==> config.mk <==
export PLATFORM = sky130hd
export DESIGN_NAME = nonce_sweep_sched
export DESIGN_NICKNAME = d
export VERILOG_FILES = /design/src/rtl/nonce_sweep_sched.sv
export SDC_FILE = /design/constraint.sdc
export NUM_CORES = 1
export LEC_CHECK = 0
export BUFFER_PORTS_ARGS = -buffer_cell sky130_fd_sc_hd__buf_2
export CORE_UTILIZATION = 52
export CTS_BUF_LIST = sky130_fd_sc_hd__clkbuf_16
export DETAILED_ROUTE_END_ITERATION = 10
export PLACE_DENSITY_LB_ADDON = 0.15
export SYNTH_ARGS = -nofsm -noshare
export SYNTH_HDL_FRONTEND = slang
export SYNTH_SLANG_ARGS = --single-unit
export TNS_END_PERCENT = 10
==> constraint.sdc <==
create_clock -name clk -period 4.05 [get_ports clk]
set_input_delay 0.6075 -clock clk [delete_from_list [all_inputs] [get_ports clk]]
set_output_delay 0.6075 -clock clk [all_outputs]
set_load 0.01 [all_outputs]
==> src/rtl/nonce_sweep_sched.sv <==
// nonce_sweep_sched: walks one SHA-256 nonce core through consecutive batches, tracking first hit and best hash.
// Best-hash tracking is compiled in only when NONCE_SWEEP_BEST_TRACK_EN is defined.
module nonce_sweep_sched #(
    parameter int NUM_NONCES = 8,
    parameter int IDX_W      = $clog2(NUM_NONCES)
) (
    input  logic             clk,
    input  logic             reset,
    input  logic             go,
    input  logic             abort,
    input  logic [31:0]      nonce_start,
    input  logic [31:0]      nonce_count,
    input  logic [31:0]      target,
    output logic             core_start,
    output logic [31:0]      core_nonce_base,
    input  logic             core_done,
    input  logic             res_valid,
    input  logic [IDX_W-1:0] res_idx,
    input  logic [31:0]      res_h0,
    output logic             busy,
    output logic             found,
    output logic [31:0]      found_nonce,
    output logic [31:0]      best_h0,
    output logic [31:0]      best_nonce,
    output logic [15:0]      batches_done,
    output logic             sweep_done
);
    // state     | meaning
    // IDLE      | waiting for go; pending abort cleared
    // ISSUE     | pulse core_start with the current base
    // WAIT_BUSY | waiting for the core to leave idle; results collected
    // WAIT_DONE | core working; results collected until it returns idle
    // NEXT      | advance base/remaining, choose next batch or finish
    // FINISH    | one-cycle sweep_done
    localparam logic [2:0] S_IDLE      = 3'd0;
    localparam logic [2:0] S_ISSUE     = 3'd1;
    localparam logic [2:0] S_WAIT_BUSY = 3'd2;
    localparam logic [2:0] S_WAIT_DONE = 3'd3;
    localparam logic [2:0] S_NEXT      = 3'd4;
    localparam logic [2:0] S_FINISH    = 3'd5;

    localparam logic [31:0] BATCH = 32'(NUM_NONCES);

    logic [2:0]  state_q, state_d;
    logic [31:0] base_q, base_d;
    logic [31:0] remaining_q, remaining_d;
    logic [31:0] target_q, target_d;
    logic        abort_pend_q, abort_pend_d;
    logic        found_q, found_d;
    logic [31:0] found_nonce_q, found_nonce_d;
    logic [15:0] batches_q, batches_d;

    logic        sweep_start;
    logic        res_take;
    logic [31:0] res_idx_ext;
    logic [31:0] res_nonce;
    logic [31:0] step;

    assign sweep_start = (state_q == S_IDLE) && go;
    assign res_idx_ext = {{(32-IDX_W){1'b0}}, res_idx};
    assign res_nonce   = base_q + res_idx_ext;
    // Indices beyond what is left of the sweep belong to a partial last batch.
    assign res_take    = res_valid && (res_idx_ext < remaining_q) &&
                         ((state_q == S_WAIT_BUSY) || (state_q == S_WAIT_DONE));
    assign step        = (remaining_q < BATCH) ? remaining_q : BATCH;

    always_comb begin
        state_d       = state_q;
        base_d        = base_q;
        remaining_d   = remaining_q;
        target_d      = target_q;
        abort_pend_d  = abort_pend_q;
        found_d       = found_q;
        found_nonce_d = found_nonce_q;
        batches_d     = batches_q;
        case (state_q)
            S_IDLE: begin
                abort_pend_d = 1'b0;
                if (sweep_start) begin
                    base_d        = nonce_start;
                    remaining_d   = nonce_count;
                    target_d      = target;
                    found_d       = 1'b0;
                    found_nonce_d = '0;
                    batches_d     = '0;
                    state_d       = (nonce_count == '0) ? S_FINISH : S_ISSUE;
                end
            end
            S_ISSUE: state_d = abort ? S_FINISH : S_WAIT_BUSY;
            S_WAIT_BUSY: begin
                if (abort) abort_pend_d = 1'b1;
                if (!core_done) state_d = S_WAIT_DONE;
            end
            S_WAIT_DONE: begin
                if (abort) abort_pend_d = 1'b1;
                if (core_done) state_d = S_NEXT;
            end
            S_NEXT: begin
                if (batches_q != 16'hFFFF) batches_d = batches_q + 16'd1;
                base_d      = base_q + BATCH;
                remaining_d = remaining_q - step;
                state_d     = ((remaining_d == '0) || found_q || abort_pend_q || abort)
                              ? S_FINISH : S_ISSUE;
            end
            S_FINISH: state_d = S_IDLE;
            default:  state_d = S_IDLE;
        endcase
        if (res_take && !found_q && (res_h0 < target_q)) begin
            found_d       = 1'b1;
            found_nonce_d = res_nonce;
        end
    end

    always_ff @(posedge clk) begin
        if (reset) begin
            state_q       <= S_IDLE;
            base_q        <= '0;
            remaining_q   <= '0;
            target_q      <= '0;
            abort_pend_q  <= 1'b0;
            found_q       <= 1'b0;
            found_nonce_q <= '0;
            batches_q     <= '0;
        end else begin
            state_q       <= state_d;
            base_q        <= base_d;
            remaining_q   <= remaining_d;
            target_q      <= target_d;
            abort_pend_q  <= abort_pend_d;
            found_q       <= found_d;
            found_nonce_q <= found_nonce_d;
            batches_q     <= batches_d;
        end
    end

`ifdef NONCE_SWEEP_BEST_TRACK_EN
    logic [31:0] best_h0_q, best_nonce_q;

    // Strict less-than keeps the earlier result on ties.
    always_ff @(posedge clk) begin
        if (reset) begin
            best_h0_q    <= 32'hFFFF_FFFF;
            best_nonce_q <= '0;
        end else if (sweep_start) begin
            best_h0_q    <= 32'hFFFF_FFFF;
            best_nonce_q <= '0;
        end else if (res_take && (res_h0 < best_h0_q)) begin
            best_h0_q    <= res_h0;
            best_nonce_q <= res_nonce;
        end
    end

    assign best_h0    = best_h0_q;
    assign best_nonce = best_nonce_q;
`else
    assign best_h0    = 32'hFFFF_FFFF;
    assign best_nonce = '0;
`endif

    assign core_start      = (state_q == S_ISSUE) && !abort;
    assign core_nonce_base = base_q;
    assign busy            = (state_q != S_IDLE);
    assign sweep_done      = (state_q == S_FINISH);
    assign found           = found_q;
    assign found_nonce     = found_nonce_q;
    assign batches_done    = batches_q;

endmodule
; ---- Word-level counts from Yosys, hierarchy flattened
; Cells that the tools add are included.
[classes]
add_sub_neg = 4
n_mul = 0
div_mod_pow = 0
n_lt_le_gt_ge = 3
eq_ne = 11
shift = 0
n_mux = 23
bitwise_logic = 0
n_reduce_logical = 27
[ops]
columns = op, count
row1 = $mux 32, 6
row2 = $pmux 32 s2, 2
row3 = $logic_not 32->1, 2
row4 = $add 32x3->32, 1
row5 = $add 32x4->32 const B, 1
row6 = $lt 3x32->1, 1
row7 = $lt 32x32->1, 1
row8 = $lt 32x4->1 const B, 1
row9 = $mux 16, 2
row10 = $pmux 16 s2, 1
row11 = $sub 32x32->32, 1
row12 = $mux 3, 6
row13 = $add 16x1->16 const B, 1
row14 = $ne 16x16->1 const B, 1
row15 = $pmux 3 s5, 1
row16 = $ne 2x2->1 const B, 4
row17 = $reduce_and 2->1, 4
row18 = $reduce_bool 2->1, 4
row19 = $eq 3x2->1 const B, 2
row20 = $eq 3x3->1 const B, 2
row21 = $logic_and 1x1->1, 6
row22 = $reduce_and 3->1, 2
row23 = $logic_or 1x1->1, 4
row24 = $mux 1, 4
row25 = other kinds (7), 8
[totals]
regBits = 149
latchBits = 0
ram_bits = 0
rom_bits = 0
output_inout_bits = 148
wordCells = 76
mem_count = 0

; ---- Logic depth before layout (Yosys ltp)
[logic_depth]
ltp_word = 9
depth_mapped = 15
depth_no_buf = 12

; ---- Worst setup path before layout
; No wires, ideal clock.
[synth_timing]
path_kind = reg-to-reg
startpoint = reg remaining_q[12]
endpoint = reg state_q[2]
setup_ps = 96
arrival_ps = 3232
t_required_ps = 3954
path_slack_ps = 722
stages_incl_launch_ff = 15
path_buffers = 2
synth_period_minus_slack_ps = 3328
cell_sequence = dfxtp_1 buf_2 nor4_4 nand4_2 nor3_2 buf_2 nand2b_1 ha_1 a211o_1 nor4_1 nand4_1 a2111oi_0 nand4_1 or4_1 o41ai_2
[synth_between]
elab_chain_cells = 9
[synth_lines]
columns = item, line
row1 = from (decl), 46  ; logic [31:0] remaining_q, remaining_d;
row2 = from (signal assigned), 127  ; remaining_q <= remaining_d;
row3 = $lt 32x4->1, 65  ; assign step = (remaining_q < BATCH) ? remaining_q : BATCH;
row4 = $mux 32, 65
row5 = $sub 32x32->32 (*), 101  ; remaining_d = remaining_q - step;
row6 = $logic_not 32->1 (*), 102  ; state_d = ((remaining_d == '0) || found_q || abort_pend_q || abort)
row7 = $logic_or 1x1->1 (*) (3 in a row), 102
row8 = $mux 3 (*), 103  ; ? S_FINISH : S_ISSUE;
row9 = $pmux 3 s5 (*), 76  ; case (state_q)
row10 = to (signal assigned), 125  ; state_q <= state_d;
row11 = to (decl), 44  ; logic [2:0] state_q, state_d;
; Every way passes the cells marked *; elsewhere a longest branch is shown, timed or not.
; A chain may end at the register's enable or synchronous reset.

; ---- Final worst setup path
[layout_timing]
startpoint = reg remaining_q[16]
endpoint = reg remaining_q[24]
[layout_between]
elab_chain_cells = 4
[layout_lines]
columns = item, line
row1 = $lt 32x4->1, 65
row2 = $mux 32, 65
row3 = $sub 32x32->32 (*), 101
row4 = $pmux 32 s2 (*), 76
; Marked as above.

==> metrics.yaml <==
status: "completed"
critPathMostFrequentCell: "nor2_1"
grt_usage_pct: 30.2
cts_sinks: 149
ff2ff_setup_slack_ps: 300
synth_edf_count: 0
worstRegToRegCells: 12
cp.required_ps: 4340
slew_viol_final: 0
hold_viol_final: 0
power_switching_uw: 1460
drtPass1Iterations: 10
core_sq_mm: 0.0174
cts_htree_levels: 4
routed_wl_um: 27700
cts-buffers-inserted: 17
hpwl_um: 19900
slew_headroom_pct: 37.2
io_pins: 285
seq_area_frac_synth_pct: 32.2
layout_common_cells: "buf_2, nand2_1, dfxtp_1, a21oi_1, nor2_1"
wire_per_inst_um: 16.9
viasPerCell: 5.69
portBuffers: 220
final_common_cell: "buf_2"
r2r_end: "remaining_q[24]$_SDFFE_PP0P_"
yosysUniqueCellTypes: 69
layoutNonFillerInstCount: 1641
antenna_found_initial: 3
synth_top_cell_area_share_pct: 32.2
die_height_um: 135
post_cts_buffers: 0
synth_area_leaders: "dfxtp_1, nand2_1, a21oi_1, buf_4, ha_1"
finalSetupViolations: 0
clock_skew_ps: 15.7
p_comb_share_pct: 22.9
start_util_pct: 53.4
p_int_uw: 3070
postSynth.asyncResetShare_pct: 0
p_sw_share_pct: 32.3
drtIter0Drc: 894
holdCritPathClass: "primary input to flop"
place_inst: 1607
ys.flop_type: "dfxtp_1"
path_class: "flop to flop"
pwr-share-clk_pct: 39.1
maxCapViolCount: 0
cts.clk_slew.worst_paths_ps: 70
max_stage_delay_ps: 710
die_w_um: 135
cts_root_buf: "clkbuf_16"
cts_resized: 0
clock_latency_ps: 430
slowest_stage: "nor2_1"
holdCritStartpoint: "target[9]"
peakVddDrop_mv: 0.332
grt_first_pass_wirelength_um: 43100
stdcell_area_sq_mm: 0.0109
finalNetCount: 1578
overflow: 0
cts.path.max_buffers: 2
syn_inst: 1227
fmax_mhz: 267
p_leak_uw: 0.00461
crit_path_cell_trace: "nor3_1 -> nand4_2 -> nor3_2 -> nand2b_1 -> ha_1 -> or3_1 -> nor2_1 -> nor2_1 -> nor4b_1 -> nand3_1 -> o21ai_0 -> a2111oi_0"
ys_ff_latch: 149
drc_errors: 0
yosysWarnings: 0
cts_tree: "yes"
placed_cell_area_sq_mm: 0.0102
dieArea_sq_mm: 0.0184
synthToLayoutAreaGrowth_pct: 17.7
start_kind: "flop"
setup_tns_ps: 0
fp-row-count: 48
worst_setup_path_end_kind: "flop"
rr_startpoint: "remaining_q[16]$_SDFFE_PP0P_"
arrival_ps: 4040
worst_pin_slew_ps: 941
p_seq_share_pct: 38.1
min_path_cells: 3
setup_slack_ps: 303
hold_path_end: "target_q[9]$_SDFFE_PP0P_"
grt_start_max_net_pins: 83
cp_max_fo: 11
drive_above_1_share_pct: 20.4
powerDensity_mw_per_mm2: 416
fin_crit_sh_pct: 92.5
cts_hold_buf: 0
synth_top_area_cell: "dfxtp_1"
synthesis.area_sq_mm: 0.00926
rsz0062_at_grt: "false"
synth.avg_cell_area_sq_um: 7.55
post-route-min-period_ps: 3750
grt_pass1_vias: 8347
place_ws_ps: 538
ant_nets: 0
vias: 9330
hold_ws_ps: 412
gp_congestion: 0.937
[cells by family (layout without fill, tap and decap cells)]
kind of cell,Yosys count,count (layout),synth area share (%)
flip-flops,149,149,32.2
AO/OA/AOI/OAI,301,301,20.3
XOR/XNOR,56,56,5.30
AND/OR/NAND/NOR,472,472,24.4
adder cells (fa/ha/maj),40,40,5.48
multiplexers,17,17,1.86
buffers and inverters,190,313,10.4
other,2,68,0.0811
[critical path: cells and delay by family, from the launching register on]
| kind | cells | cell delay, ps |
|---|---|---|
| adders and majority gates | 1 | 300 |
| AOI/OAI and AO/OA | 2 | 540 |
| and+or+nand+nor | 9 | 2360 |
| DFF | 1 | 390 |
[through the flow]
step	power [uW]	util (%)
after global placement	2760	59.0
after global routing	4750	62.8
after floorplan	2470	-
after CTS	4530	62.8
after detailed placement	2770	59.0
final	4530	62.8
[cell usage after synthesis, types with 25 or more instances]
master / instances
a21oi_1: 124
buf_4: 65
clkbuf_1: 75
dfxtp_1: 149
ha_1: 39
inv_1: 41
nand2_1: 173
nand3_1: 25
nand4_1: 28
nor2_1: 120
nor3_1: 33
o21ai_0: 45
xnor2_1: 31
xor2_1: 25
[registers in the layout (all words and copies together) (netlist names)]
name / flops
remaining_q: 32
found_nonce: 32
state_q: 3
core_nonce_base: 32
batches_done: 16
found: 1
target_q: 32
abort_pend_q: 1
[power by group through the flow]
stage | logic, uW | registers [uW] | clock network [uW]
floorplan | 773 | 1700 | 0
global placement | 1010 | 1750 | 0
detailed placement | 1020 | 1750 | 0
CTS | 1030 | 1720 | 1790
global route | 1150 | 1740 | 1860
finish | 1040 | 1720 | 1770
[metal layers]
layer	global-route usage [%]	part of all wire [%]
met1	41.7	45
met2	46.3	44
met3	6.06	7.9
met4	11.6	2.3
met5	0	0
[how the worst max path moves through the flow]
stage                                  from                           end  slack [ps]  cells after the start
2_1_floorplan  remaining_q[12]$_SDFFE_PP0P_       state_q[2]$_SDFFE_PP0P_         720                     14
5_1_grt        remaining_q[16]$_SDFFE_PP0P_  remaining_q[24]$_SDFFE_PP0P_          20                     12
3_5_place_dp   remaining_q[16]$_SDFFE_PP0P_  remaining_q[24]$_SDFFE_PP0P_         540                     12
3_3_place_gp   remaining_q[16]$_SDFFE_PP0P_  remaining_q[24]$_SDFFE_PP0P_         600                     12
4_1_cts        remaining_q[16]$_SDFFE_PP0P_  remaining_q[24]$_SDFFE_PP0P_         390                     12
6_report       remaining_q[16]$_SDFFE_PP0P_  remaining_q[24]$_SDFFE_PP0P_         300                     12
[cell type report]
| cell class | instances | area, sq um |
|---|---|---|
| timing repair buffer | 241 | 1260 |
| sequential | 149 | 2980 |
| multi-input combinational | 951 | 5560 |
| inverter | 41 | 154 |
| clock inverter | 14 | 225 |
| clock buffer | 17 | 425 |
| antenna | 3 | 7.51 |
| tap | 225 | 282 |
| fill | 1656 | 6460 |
Note: power is estimated with default switching activity, not from simulation.
